===== src/rtl/adc_conv_ctrl_if.sv =====
// Command/response stream bundle for the ADC conversion controller.
// master issues commands and consumes results; slave is the controller.
interface adc_conv_ctrl_if;
  logic        command_valid;
  logic [4:0]  command_channel;
  logic        command_startofpacket;
  logic        command_endofpacket;
  logic        command_ready;
  logic        response_valid;
  logic [4:0]  response_channel;
  logic [11:0] response_data;
  logic        response_startofpacket;
  logic        response_endofpacket;

  modport master (
    output command_valid, command_channel,
    output command_startofpacket, command_endofpacket,
    input  command_ready,
    input  response_valid, response_channel, response_data,
    input  response_startofpacket, response_endofpacket
  );

  modport slave (
    input  command_valid, command_channel,
    input  command_startofpacket, command_endofpacket,
    output command_ready,
    output response_valid, response_channel, response_data,
    output response_startofpacket, response_endofpacket
  );
endinterface


===== src/rtl/adc_conv_ctrl.sv =====
// ADC conversion controller: samples a channel on accept, times the
// conversion with a divided tick, then emits a one-cycle result strobe.
module adc_conv_ctrl #(
  parameter int NUM_CH     = 9,
  parameter int CLK_DIV    = 25,
  parameter int CONV_TICKS = 4
) (
  input  logic                   clock_clk,
  input  logic                   reset_sink_reset_n,
  input  logic                   adc_pll_locked_export,
  input  logic [NUM_CH*12-1:0]   ch_data,
  adc_conv_ctrl_if.slave         st
);

  localparam int DIV_W  = $clog2(CLK_DIV + 1);
  localparam int TICK_W = $clog2(CONV_TICKS + 1);
  localparam logic [DIV_W-1:0]  DIV_MAX   = DIV_W'(CLK_DIV - 1);
  localparam logic [TICK_W-1:0] TICK_LAST = TICK_W'(CONV_TICKS - 1);

  typedef enum logic [1:0] {
    IDLE,
    CONVERT,
    RESPOND
  } state_t;

  state_t              state;
  logic [DIV_W-1:0]    div_cnt;
  logic [TICK_W-1:0]   tick_cnt;
  logic [4:0]          lat_ch;
  logic [11:0]         lat_data;
  logic                lat_sop;
  logic                lat_eop;
  logic                rsp_valid;
  logic [4:0]          rsp_ch;
  logic [11:0]         rsp_data;
  logic                rsp_sop;
  logic                rsp_eop;
  logic [11:0]         sample;
  logic                ready;

  // Out-of-range channels fall through to zero
  always_comb begin
    sample = 12'h000;
    for (int i = 0; i < NUM_CH; i++) begin
      if (st.command_channel == 5'(i))
        sample = ch_data[i*12 +: 12];
    end
  end

  // Ready is forced low while reset is held so every output reads 0
  assign ready = reset_sink_reset_n
               & adc_pll_locked_export
               & (state == IDLE);

  always_ff @(posedge clock_clk or negedge reset_sink_reset_n) begin
    if (!reset_sink_reset_n) begin
      state     <= IDLE;
      div_cnt   <= '0;
      tick_cnt  <= '0;
      lat_ch    <= '0;
      lat_data  <= '0;
      lat_sop   <= 1'b0;
      lat_eop   <= 1'b0;
      rsp_valid <= 1'b0;
      rsp_ch    <= '0;
      rsp_data  <= '0;
      rsp_sop   <= 1'b0;
      rsp_eop   <= 1'b0;
    end else begin
      rsp_valid <= 1'b0;
      unique case (state)
        IDLE: begin
          if (st.command_valid && ready) begin
            lat_ch   <= st.command_channel;
            lat_data <= sample;
            lat_sop  <= st.command_startofpacket;
            lat_eop  <= st.command_endofpacket;
            div_cnt  <= '0;
            tick_cnt <= '0;
            state    <= CONVERT;
          end
        end
        CONVERT: begin
          if (!adc_pll_locked_export) begin
            state <= IDLE;
          end else if (div_cnt == DIV_MAX) begin
            div_cnt <= '0;
            if (tick_cnt == TICK_LAST) begin
              state     <= RESPOND;
              rsp_valid <= 1'b1;
              rsp_ch    <= lat_ch;
              rsp_data  <= lat_data;
              rsp_sop   <= lat_sop;
              rsp_eop   <= lat_eop;
            end else begin
              tick_cnt <= tick_cnt + 1'b1;
            end
          end else begin
            div_cnt <= div_cnt + 1'b1;
          end
        end
        RESPOND: state <= IDLE;
        default: state <= IDLE;
      endcase
    end
  end

  assign st.command_ready          = ready;
  assign st.response_valid         = rsp_valid;
  assign st.response_channel       = rsp_ch;
  assign st.response_data          = rsp_data;
  assign st.response_startofpacket = rsp_sop;
  assign st.response_endofpacket   = rsp_eop;

endmodule


===== src/flat_wrapper.sv =====
// flat-port wrapper written by rule: the top's interface ports become plain ports
module adc_conv_ctrl_flat 
#(
  parameter int NUM_CH     = 9,
  parameter int CLK_DIV    = 25,
  parameter int CONV_TICKS = 4
)
  (clock_clk, reset_sink_reset_n, adc_pll_locked_export, ch_data, st_command_valid, st_command_channel, st_command_startofpacket, st_command_endofpacket, st_command_ready, st_response_valid, st_response_channel, st_response_data, st_response_startofpacket, st_response_endofpacket);
  adc_conv_ctrl_if st_i ();
  input  logic clock_clk;
  input  logic reset_sink_reset_n;
  input  logic adc_pll_locked_export;
  input  logic [NUM_CH*12-1:0] ch_data;
  input wire logic [$bits(st_i.command_valid)-1:0] st_command_valid;
  input wire logic [$bits(st_i.command_channel)-1:0] st_command_channel;
  input wire logic [$bits(st_i.command_startofpacket)-1:0] st_command_startofpacket;
  input wire logic [$bits(st_i.command_endofpacket)-1:0] st_command_endofpacket;
  output wire logic [$bits(st_i.command_ready)-1:0] st_command_ready;
  output wire logic [$bits(st_i.response_valid)-1:0] st_response_valid;
  output wire logic [$bits(st_i.response_channel)-1:0] st_response_channel;
  output wire logic [$bits(st_i.response_data)-1:0] st_response_data;
  output wire logic [$bits(st_i.response_startofpacket)-1:0] st_response_startofpacket;
  output wire logic [$bits(st_i.response_endofpacket)-1:0] st_response_endofpacket;
  assign st_i.command_valid = st_command_valid;
  assign st_i.command_channel = st_command_channel;
  assign st_i.command_startofpacket = st_command_startofpacket;
  assign st_i.command_endofpacket = st_command_endofpacket;
  assign st_command_ready = st_i.command_ready;
  assign st_response_valid = st_i.response_valid;
  assign st_response_channel = st_i.response_channel;
  assign st_response_data = st_i.response_data;
  assign st_response_startofpacket = st_i.response_startofpacket;
  assign st_response_endofpacket = st_i.response_endofpacket;
  adc_conv_ctrl #(.NUM_CH(NUM_CH), .CLK_DIV(CLK_DIV), .CONV_TICKS(CONV_TICKS)) u_core (.clock_clk(clock_clk), .reset_sink_reset_n(reset_sink_reset_n), .adc_pll_locked_export(adc_pll_locked_export), .ch_data(ch_data), .st(st_i));
endmodule

===== config.mk =====
export PLATFORM = sky130hd
export DESIGN_NAME = adc_conv_ctrl_flat
export DESIGN_NICKNAME = d
export VERILOG_FILES = /design/src/rtl/adc_conv_ctrl_if.sv /design/src/rtl/adc_conv_ctrl.sv /design/src/flat_wrapper.sv
export SDC_FILE = /design/constraint.sdc
export NUM_CORES = 1
export LEC_CHECK = 0
export BUFFER_PORTS_ARGS = -buffer_cell sky130_fd_sc_hd__buf_4
export CORE_MARGIN = 2
export CORE_UTILIZATION = 43
export CTS_CLUSTER_SIZE = 16
export DETAILED_ROUTE_END_ITERATION = 16
export GPL_TIMING_DRIVEN = 0
export PLACE_DENSITY = 0.82
export SKIP_LAST_GASP = 1
export SYNTH_ARGS = -nofsm -noshare
export SYNTH_HDL_FRONTEND = slang
export SYNTH_SLANG_ARGS = --single-unit

===== constraint.sdc =====
create_clock -name clock_clk -period 1.7 [get_ports clock_clk]
set_clock_uncertainty 0.15 [all_clocks]
set_input_delay 0.17 -clock clock_clk [delete_from_list [all_inputs] [get_ports clock_clk]]
set_output_delay 0.17 -clock clock_clk [all_outputs]
set_load 0.005 [all_outputs]

# After elaboration in Yosys (flattened, before gate mapping)
# Cells that the tools add are included.
[totals]
register_bits = 49
input_bits = 119
output_inout_bits = 21
[classes]
n_addsub = 2
n_eq_ne = 17
mux = 27
bitwise = 2
reduce_logical = 9
[ops]
columns = ["cell", "count"]
rows = [
  ["2-to-1 mux 12 bit", 9],
  ["== test 5 x 3 -> 1 bit (second input constant)", 4],
  ["2-to-1 mux 5 bit", 3],
  ["2-to-1 mux 3 bit", 4],
  ["== test 5 x 2 -> 1 bit (second input constant)", 2],
  ["one-hot mux 5 bit (2 select lines)", 1],
  ["2-to-1 mux 2 bit", 4],
  ["!= test 2 bit (second input constant)", 3],
  ["!= test 3 x 2 -> 1 bit (second input constant)", 2],
  ["one-hot mux 3 bit (2 select lines)", 1],
  ["AND reduction 3 bit", 2],
  ["adder 5 x 1 -> 5 bit (second input constant)", 1],
  ["== test 5 x 1 -> 1 bit (second input constant)", 1],
  ["== test 5 x 4 -> 1 bit (second input constant)", 1],
  ["== test 5 bit (second input constant)", 1],
  ["logical NOT 5 bit", 1],
  ["AND reduction 5 bit", 1],
  ["2-to-1 mux 1 bit", 4],
  ["one-hot mux 2 bit (2 select lines)", 1],
  ["AND reduction 4 bit", 1],
  ["adder 3 x 1 -> 3 bit (second input constant)", 1],
  ["== test 3 x 2 -> 1 bit (second input constant)", 1],
  ["bitwise AND 1 bit", 2],
  ["== test 2 x 1 -> 1 bit (second input constant)", 1],
  ["other kinds (5)", 5],
]

# Depth between registers and ports, before layout
# Gate-level depths: netlist of run 1.
[depth]
depth_word = 10
ltp_mapped = 7
ltp_nobuf = 6

# Worst setup path before layout of run 1
# No wires, ideal clock.
[synth_timing]
path_kind = "flip-flop to flip-flop"
from = "register u_core.state[0]"
to = "register u_core.lat_data[5]"
arrival_time_ns = 1.546
required_ns = 1.426
setup_slack_ns = -0.120
path_stages_with_launch = 7
synth_period_minus_slack_ns = 1.820
path_cell_list = "dfrtp_1 > and4bb_2 > and2_1 > buf_2 > buf_2 > mux2i_1 > o21ai_1"
[synth_between]
elab_chain_len = 4
[synth_lines]
columns = ["item", "line", "source"]
rows = [
  ["start, declared", "adc_conv_ctrl.sv:26", "state_t state;"],
  ["start signal, assigned", "adc_conv_ctrl.sv:57", "state <= IDLE;"],
  ["start signal, assigned", "adc_conv_ctrl.sv:80", "state <= CONVERT;"],
  ["start signal, assigned", "adc_conv_ctrl.sv:85", "state <= IDLE;"],
  ["logical NOT 2 bit", "adc_conv_ctrl.sv:53", "& (state == IDLE);"],
  ["bitwise AND 1 bit", "adc_conv_ctrl.sv:53", ""],
  ["via st_command_ready", "flat_wrapper.sv:18", "output wire logic [$bits(st_i.command_ready)-1:0] st_command_ready;"],
  ["logical AND 1 bit", "adc_conv_ctrl.sv:73", "if (st.command_valid && ready) begin"],
  ["AND reduction 2 bit (no line)", "-", ""],
  ["end signal, assigned", "adc_conv_ctrl.sv:75", "lat_data <= sample;"],
  ["end, declared", "adc_conv_ctrl.sv:30", "logic [11:0] lat_data;"],
]
# The timed path passes the listed nets, and every way through them passes these cells.
# A chain may end at the register's enable or synchronous reset.

# Final worst setup path of run 1
[layout_timing]
from = "register u_core.state[1]"
to = "register u_core.rsp_data[6] (netlist: u_core.st.response_data[6])"
[layout_between]
elab_chain_len = 2
[layout_lines]
columns = ["item", "line", "source"]
rows = [
  ["== test 2 x 1 -> 1 bit", "adc_conv_ctrl.sv:71", "unique case (state)"],
  ["AND reduction 4 bit (no line)", "-", ""],
  ["end signal, assigned", "adc_conv_ctrl.sv:92", "rsp_data <= lat_data;"],
  ["end, declared", "adc_conv_ctrl.sv:35", "logic [11:0] rsp_data;"],
]
# Every way passes these cells.

==> results of run 1 <==
logic make-up (layout without fill, tap and decap cells):
group                      after synthesis  count (layout)  synth area share
AOI/OAI and AO/OA                       76              76             0.179
muxes                                   70              70             0.234
and+or+nand+nor                         60              60             0.113
DFF                                     49              49             0.385
buffers and inverters                   45             206            0.0624
adders and majority gates                4               4            0.0157
xor gates and xnor gates                 4               4            0.0110
placed cells by master (no fill, tap or decap), types with 3 or more instances in the layout:
cell type	instances
dfrtp_1	49
o22a_1	10
buf_1	3
buf_2	7
o21ai_0	14
nor2_1	12
o211ai_2	10
o32ai_1	10
mux2i_1	33
clkbuf_1	7
mux2_2	36
nand2_1	12
o21ai_1	12
inv_1	17
o22ai_1	10
clkbuf_8	6
buf_4	151
nor3b_1	13
xnor2_1	4
buf_6	7
worst paths after layout:
check	to	startpoint	cells after the start
max reg2reg	u_core.st.response_data[6]	u_core.state[1]	6
min	u_core.div_cnt[0]	reset_sink_reset_n	1
min reg2reg	u_core.lat_eop	u_core.lat_eop	2
max	u_core.st.response_data[6]	u_core.state[1]	6
max in group asynchronous	u_core.lat_data[5]	reset_sink_reset_n	1
min in group clock_clk	u_core.lat_ch[3]	st_command_channel[3]	2
area by class of cell:
class	count	area (um^2)	share of cell area
inverter	19	71.3	0.0151
buffer	25	158	0.0335
tap	99	124	0.0263
sequential	49	1230	0.260
clock buffer	6	82.6	0.0175
timing repair buffer	154	1170	0.249
clock inverter	2	37.5	0.00797
multi-input combinational	214	1840	0.390
registers in the layout, indices dropped and copies added (netlist names), 2 cells and up:
name                        count
u_core.lat_ch                   5
u_core.lat_data                12
u_core.div_cnt                  5
u_core.st.response_data        12
u_core.state                    2
u_core.tick_cnt                 3
u_core.st.response_channel      5
worst register-to-register path, cell delays in order, from the launching register on:
cell      delay (ps)
dfrtp_1          390
buf_4            160
nand3b_1         200
inv_1            140
nand3_4          130
buf_6            170
mux2_2           280
metrics by stage:
stage                     utilization  hold slack [ps]  power, mW  TNS [ps]
after floorplan                     -             -276       1.72         0
after global placement          0.601             75.1       2.04    -11060
after global routing            0.653             -326       3.23     -1220
final                           0.653             -367       3.06     -85.2
after detailed placement        0.601             80.3       2.07    -12780
after CTS                       0.648             -345       3.03     -44.7
power by group through the flow:
stage          clock (mW)  sequential, mW  combinational (mW)
3_5_place_dp            0            1.38               0.695
6_report            0.878            1.35               0.836
3_3_place_gp            0            1.37               0.673
4_1_cts             0.885            1.35               0.801
2_1_floorplan           0            1.36               0.367
5_1_grt             0.940            1.37               0.919
layer usage:
layer  up-vias  wire, um  global-route usage
met3        15       602              0.0402
met1      1501      4030               0.317
met2       124      5180               0.444
li1       1469         -                   -
met4         0       199              0.0795
met5         -         0                   0
what timing repair did:
action                                  in CTS  in global routing
gates cloned                                 2                  0
setup buffers                               12                  3
endpoints found under the hold margin       51                 49
endpoints found under the setup margin      43                 39
pin swaps                                    2                  9
gates resized for setup                     25                  9
==> results.ini, run 1 <==
[yosys]
yosysWarningCount=0
ys_types=39
ys.flop_type=dfrtp_1
syn_nets=431
syn_area_mm2=0.00319
synth.avg_cell_area_um2=10.3
ys_async_sr_fraction=1.00
synth.most_common_cell=dfrtp_1
netlist.area_leader.share=0.385
synthTopCellsByArea=dfrtp_1 38%, mux2_2 13%, mux2i_1 11%
synth_top_area_cell=dfrtp_1
synthTopCellsByCount=49 x dfrtp_1, 36 x mux2_2, 34 x mux2i_1
synth_edf_count=0
netlist_instances=308
seq_area_frac_synth=0.385
ys_ff_latch=49

[cells_and_area]
stdcell_area_mm2=0.00471
nets=591
instances_no_fill=568
fill_cells=602
drive_gt1_frac=0.512
area_growth_pct=47.8
antennaDiodeCount=0

[floorplan]
core-area_mm2=0.00721
die_h_um=90.1
rows=31
dieArea_mm2=0.00812
initial_core_util=0.442
die_width_um=90.1
boundaryPins=140

[setup_path]
cp_top_family=buffers and inverters
worstSetupPathType=register to register
critPathMaxStageDelay_ps=390
cp-start-kind=register
ff2ff_setup_slack_ps=-20
cp_data_arrival_time_ps=1770
endpoint_kind=register
worstPathRequired_ps=1750
path_buf_inv=3
worstPathCellList=buf_4, nand3b_1, inv_1, nand3_4, buf_6, mux2_2
crit_fanout=5
slowest_stage=dfrtp_1

[timing]
max_clock_freq_mhz=581
drv_slew=0
finalCritPeriodShare=1.01
rsz0062_at_grt=yes
relSlewSlack=0.596
setup_viol_count_final=9
period_minus_slack_ps=1720
hold_viol=49
holdWs_ps=-367
worstMarginPinSlew_ps=605
worst_slack_ps=-21.6

[grt]
antenna_found_initial=0
grt_pass1_vias=3283
track_usage=0.252
grt_max_degree=52
grt_overflow_total=0
grt_first_pass_wirelength_mm=16.4

[detailed_routing]
vias=3109
routedWlPerCell_um=17.6
ant_nets=0
via_per_inst=5.47
routed_wl_mm=10.0
drc_errors=0
drt_pass1_iterations=4
drt-initial-drc-count=127

[clocking]
cts_sinks=49
clockBufferDepth=2
cts_tree=yes
cts_buffers=5
path_clk_slew_ps=90
htreeDepth=2
hold_buffers=2
clk_latency_ps=300
clockRootBuffer=clkbuf_8

[placement]
portBuffers=135
pre_cts_ws_ps=-516
dp_hpwl_mm=7.44
dpl.cell_count=542
place_area_mm2=0.00434
gp_congestion=0.833

[power_and_ir_drop]
power-per-cell-area_mw_per_mm2=651
switchingPower_mw=0.835
power.leakage_nw=2.24
swShare=0.272
intPower_mw=2.23
vdd_drop_max_mv=0.379
p_clk_frac=0.287
seqPwrFrac=0.441
comb_power_share=0.273

[job]
maxCapViolCount=0

[status]
status=finished, violations left
violations=negative hold slack, negative setup slack

[min_path]
min_path_type=input pin to async pin

(Power assumes the default switching activity.)
==> inputs of run 2 (changes only) <==
- ABC_AREA: unset -> 1
==> run 2 against run 1 <==
The flow still finishes with violations (negative hold slack, negative setup slack). Final cell count grew 30%. Sequential power decreased by 4%. Synthesized cell count grew 57%. Global-route usage down 3.5 points. Count of clock-buffer cells in the layout is 1 higher. Wire length is 6.0% lower. Die area is 0.80% lower. Sequential share of layout area increased by 0.50 points. First-iteration DRC count up 54%. Non-clock buffer count decreased by 7. Worst setup slack worse by 27 ps. Critical path type unchanged. Largest power group unchanged. Highest routed layer unchanged.
==> results.ini, run 2 <==
[placement]
portBuffers=139
pre_cts_ws_ps=-367
place_area_mm2=0.00433
gp_congestion=0.925
dpl.cell_count=721
dp_hpwl_mm=7.29

[setup_path]
worstSetupPathType=register to register
path_buf_inv=2
worstPathRequired_ps=1740
cp_data_arrival_time_ps=1790
endpoint_kind=register
worstPathCellList=inv_2, ha_4, nand4_1, buf_4, nor3_4, nor2_2, a22o_1
slowest_stage=dfrtp_1
cp_top_family=flip-flops
critPathMaxStageDelay_ps=410
crit_fanout=3
cp-start-kind=register

[grt]
track_usage=0.217
grt_pass1_vias=3327
grt_max_degree=51
grt_first_pass_wirelength_mm=14.5
grt_overflow_total=0
antenna_found_initial=0

[yosys]
syn_area_mm2=0.00316
synthXorXnorAreaFrac=0
synthTopCellsByCount=172 x nand2_1, 64 x inv_1, 56 x nor2_1
synth.most_common_cell=nand2_1
synthTopCellsByArea=dfrtp_1 39%, nand2_1 20%, inv_1 7.6%
synth_top_area_cell=dfrtp_1
netlist.area_leader.share=0.388
synth_compound_area_frac=0.0740
seq_area_frac_synth=0.388
synth_edf_count=0
ys_async_sr_fraction=1.00
netlist_instances=483
synth-simple-area-share=0.400
yosys.area_share.adder=0.0158
ys_ff_latch=49
ys.flop_type=dfrtp_1
synthMuxAreaShare=0
synth_top_family_by_area=simple AND/OR/NAND/NOR gates
ys_types=25
yosysWarningCount=0
synth.avg_cell_area_um2=6.54
syn_nets=606

[detailed_routing]
ant_nets=0
via_per_inst=4.85
vias=3581
drt_pass1_iterations=5
routed_wl_mm=9.41
drt-initial-drc-count=195
drc_errors=0
routedWlPerCell_um=12.8

[timing]
period_minus_slack_ps=1750
rsz0062_at_grt=yes
drv_slew=0
worstMarginPinSlew_ps=434
finalCritPeriodShare=1.03
max_clock_freq_mhz=572
setup_viol_count_final=10
hold_viol=49
relSlewSlack=0.711
worst_slack_ps=-48.3
holdWs_ps=-364

[min_path]
min_path_type=input pin to async pin

[cells_and_area]
final_cell_mix=165 x nand2_1, 147 x buf_4, 62 x inv_1, 53 x nor2_1, 49 x dfrtp_1
stdcell_area_mm2=0.00462
fill_cells=603
drive_gt1_frac=0.329
antennaDiodeCount=0
nets=762
instances_no_fill=738
area_growth_pct=46.2
post-route-util=0.644
final_common_cell=nand2_1

[clocking]
path_clk_slew_ps=80
cts_sinks=49
htreeDepth=2
clk_latency_ps=300
clockBufferDepth=2
hold_buffers=2
cts_buffers=5
clockRootBuffer=clkbuf_8
cts_tree=yes

[power_and_ir_drop]
power-per-cell-area_mw_per_mm2=552
power.leakage_nw=2.66
power.total_mw=2.55
vdd_drop_max_mv=0.291

[floorplan]
dieArea_mm2=0.00805
initial_core_util=0.440
rows=31
boundaryPins=140
die_width_um=89.7
die_h_um=89.7
core-area_mm2=0.00718

[job]
maxCapViolCount=0

[status]
violations=negative hold slack, negative setup slack
status=finished, violations left

==> run 2: cell types whose count changed in the layout (fill, tap and decap cells not counted), sizes merged, moves of 14 or more <==
cell,before,now
inv,19,69
mux2,36,0
mux2i,34,0
nand2,12,173
nand3,4,29
nand4,0,29
nor2,12,61
nor3b,14,0
==> run 2: layout make-up <==
type                            count  area (um^2)  share of cell area
Clock buffer                        7         86.3              0.0187
Timing Repair Buffer              150         1160               0.250
Tap cell                           99          124              0.0268
Inverter                           70          270              0.0585
Multi-Input combinational cell    341         1620               0.351
Sequential cell                    49         1230               0.265
Buffer                             22          136              0.0295
==> run 2: path summary, 6_finish.rpt <==
| path | startpoint | to | slack [ps] | cells after the start |
|---|---|---|---|---|
| min reg2reg | u_core.lat_data[11] | u_core.st.response_data[11] | 330 | 2 |
| max reg2reg | u_core.div_cnt[0] | u_core.tick_cnt[1] | -50 | 7 |
| max | u_core.div_cnt[0] | u_core.tick_cnt[1] | -50 | 7 |
| max in group asynchronous | reset_sink_reset_n | u_core.lat_data[6] | 1440 | 1 |
| min in group clock_clk | ch_data[75] | u_core.lat_data[3] | 40 | 5 |
| min | reset_sink_reset_n | u_core.st.response_channel[1] | -360 | 1 |
==> run 2: kinds of logic after synthesis <==
logic type,Yosys count
adders and majority gates,4
buffers and inverters,93
and+or+nand+nor,297
DFF,49
AOI/OAI and AO/OA,40
==> run 2: metal layers <==
layer,part of all wire,up-vias,GRT usage
li1,-,1823,-
met1,0.39,1587,0.254
met2,0.53,156,0.402
met3,0.064,15,0.0394
met4,0.019,0,0.0705
met5,0,-,0
==> run 2: report_power, final <==
part | internal (mW) | total (mW) | switching, mW
Sequential | 1.25 | 1.30 | 0.0518
Combinational | 0.301 | 0.579 | 0.278
Clock | 0.323 | 0.672 | 0.349
==> run 2: what timing repair did <==
action / in CTS / in global routing
buffers inserted: 1 / 6
cloned: 0 / 2
hold endpoints to repair: 51 / 49
gates resized for setup: 11 / 29
pin swaps: 2 / 7
endpoints found under the setup margin: 33 / 35
==> run 2: through the flow <==
stage | setup TNS, ps | hold slack [ps]
final | -126 | -364
after global routing | -2260 | -333
after CTS | -14.9 | -350
after detailed placement | -8520 | 68.8
after global placement | -5890 | 64.6
after floorplan | 0 | -276
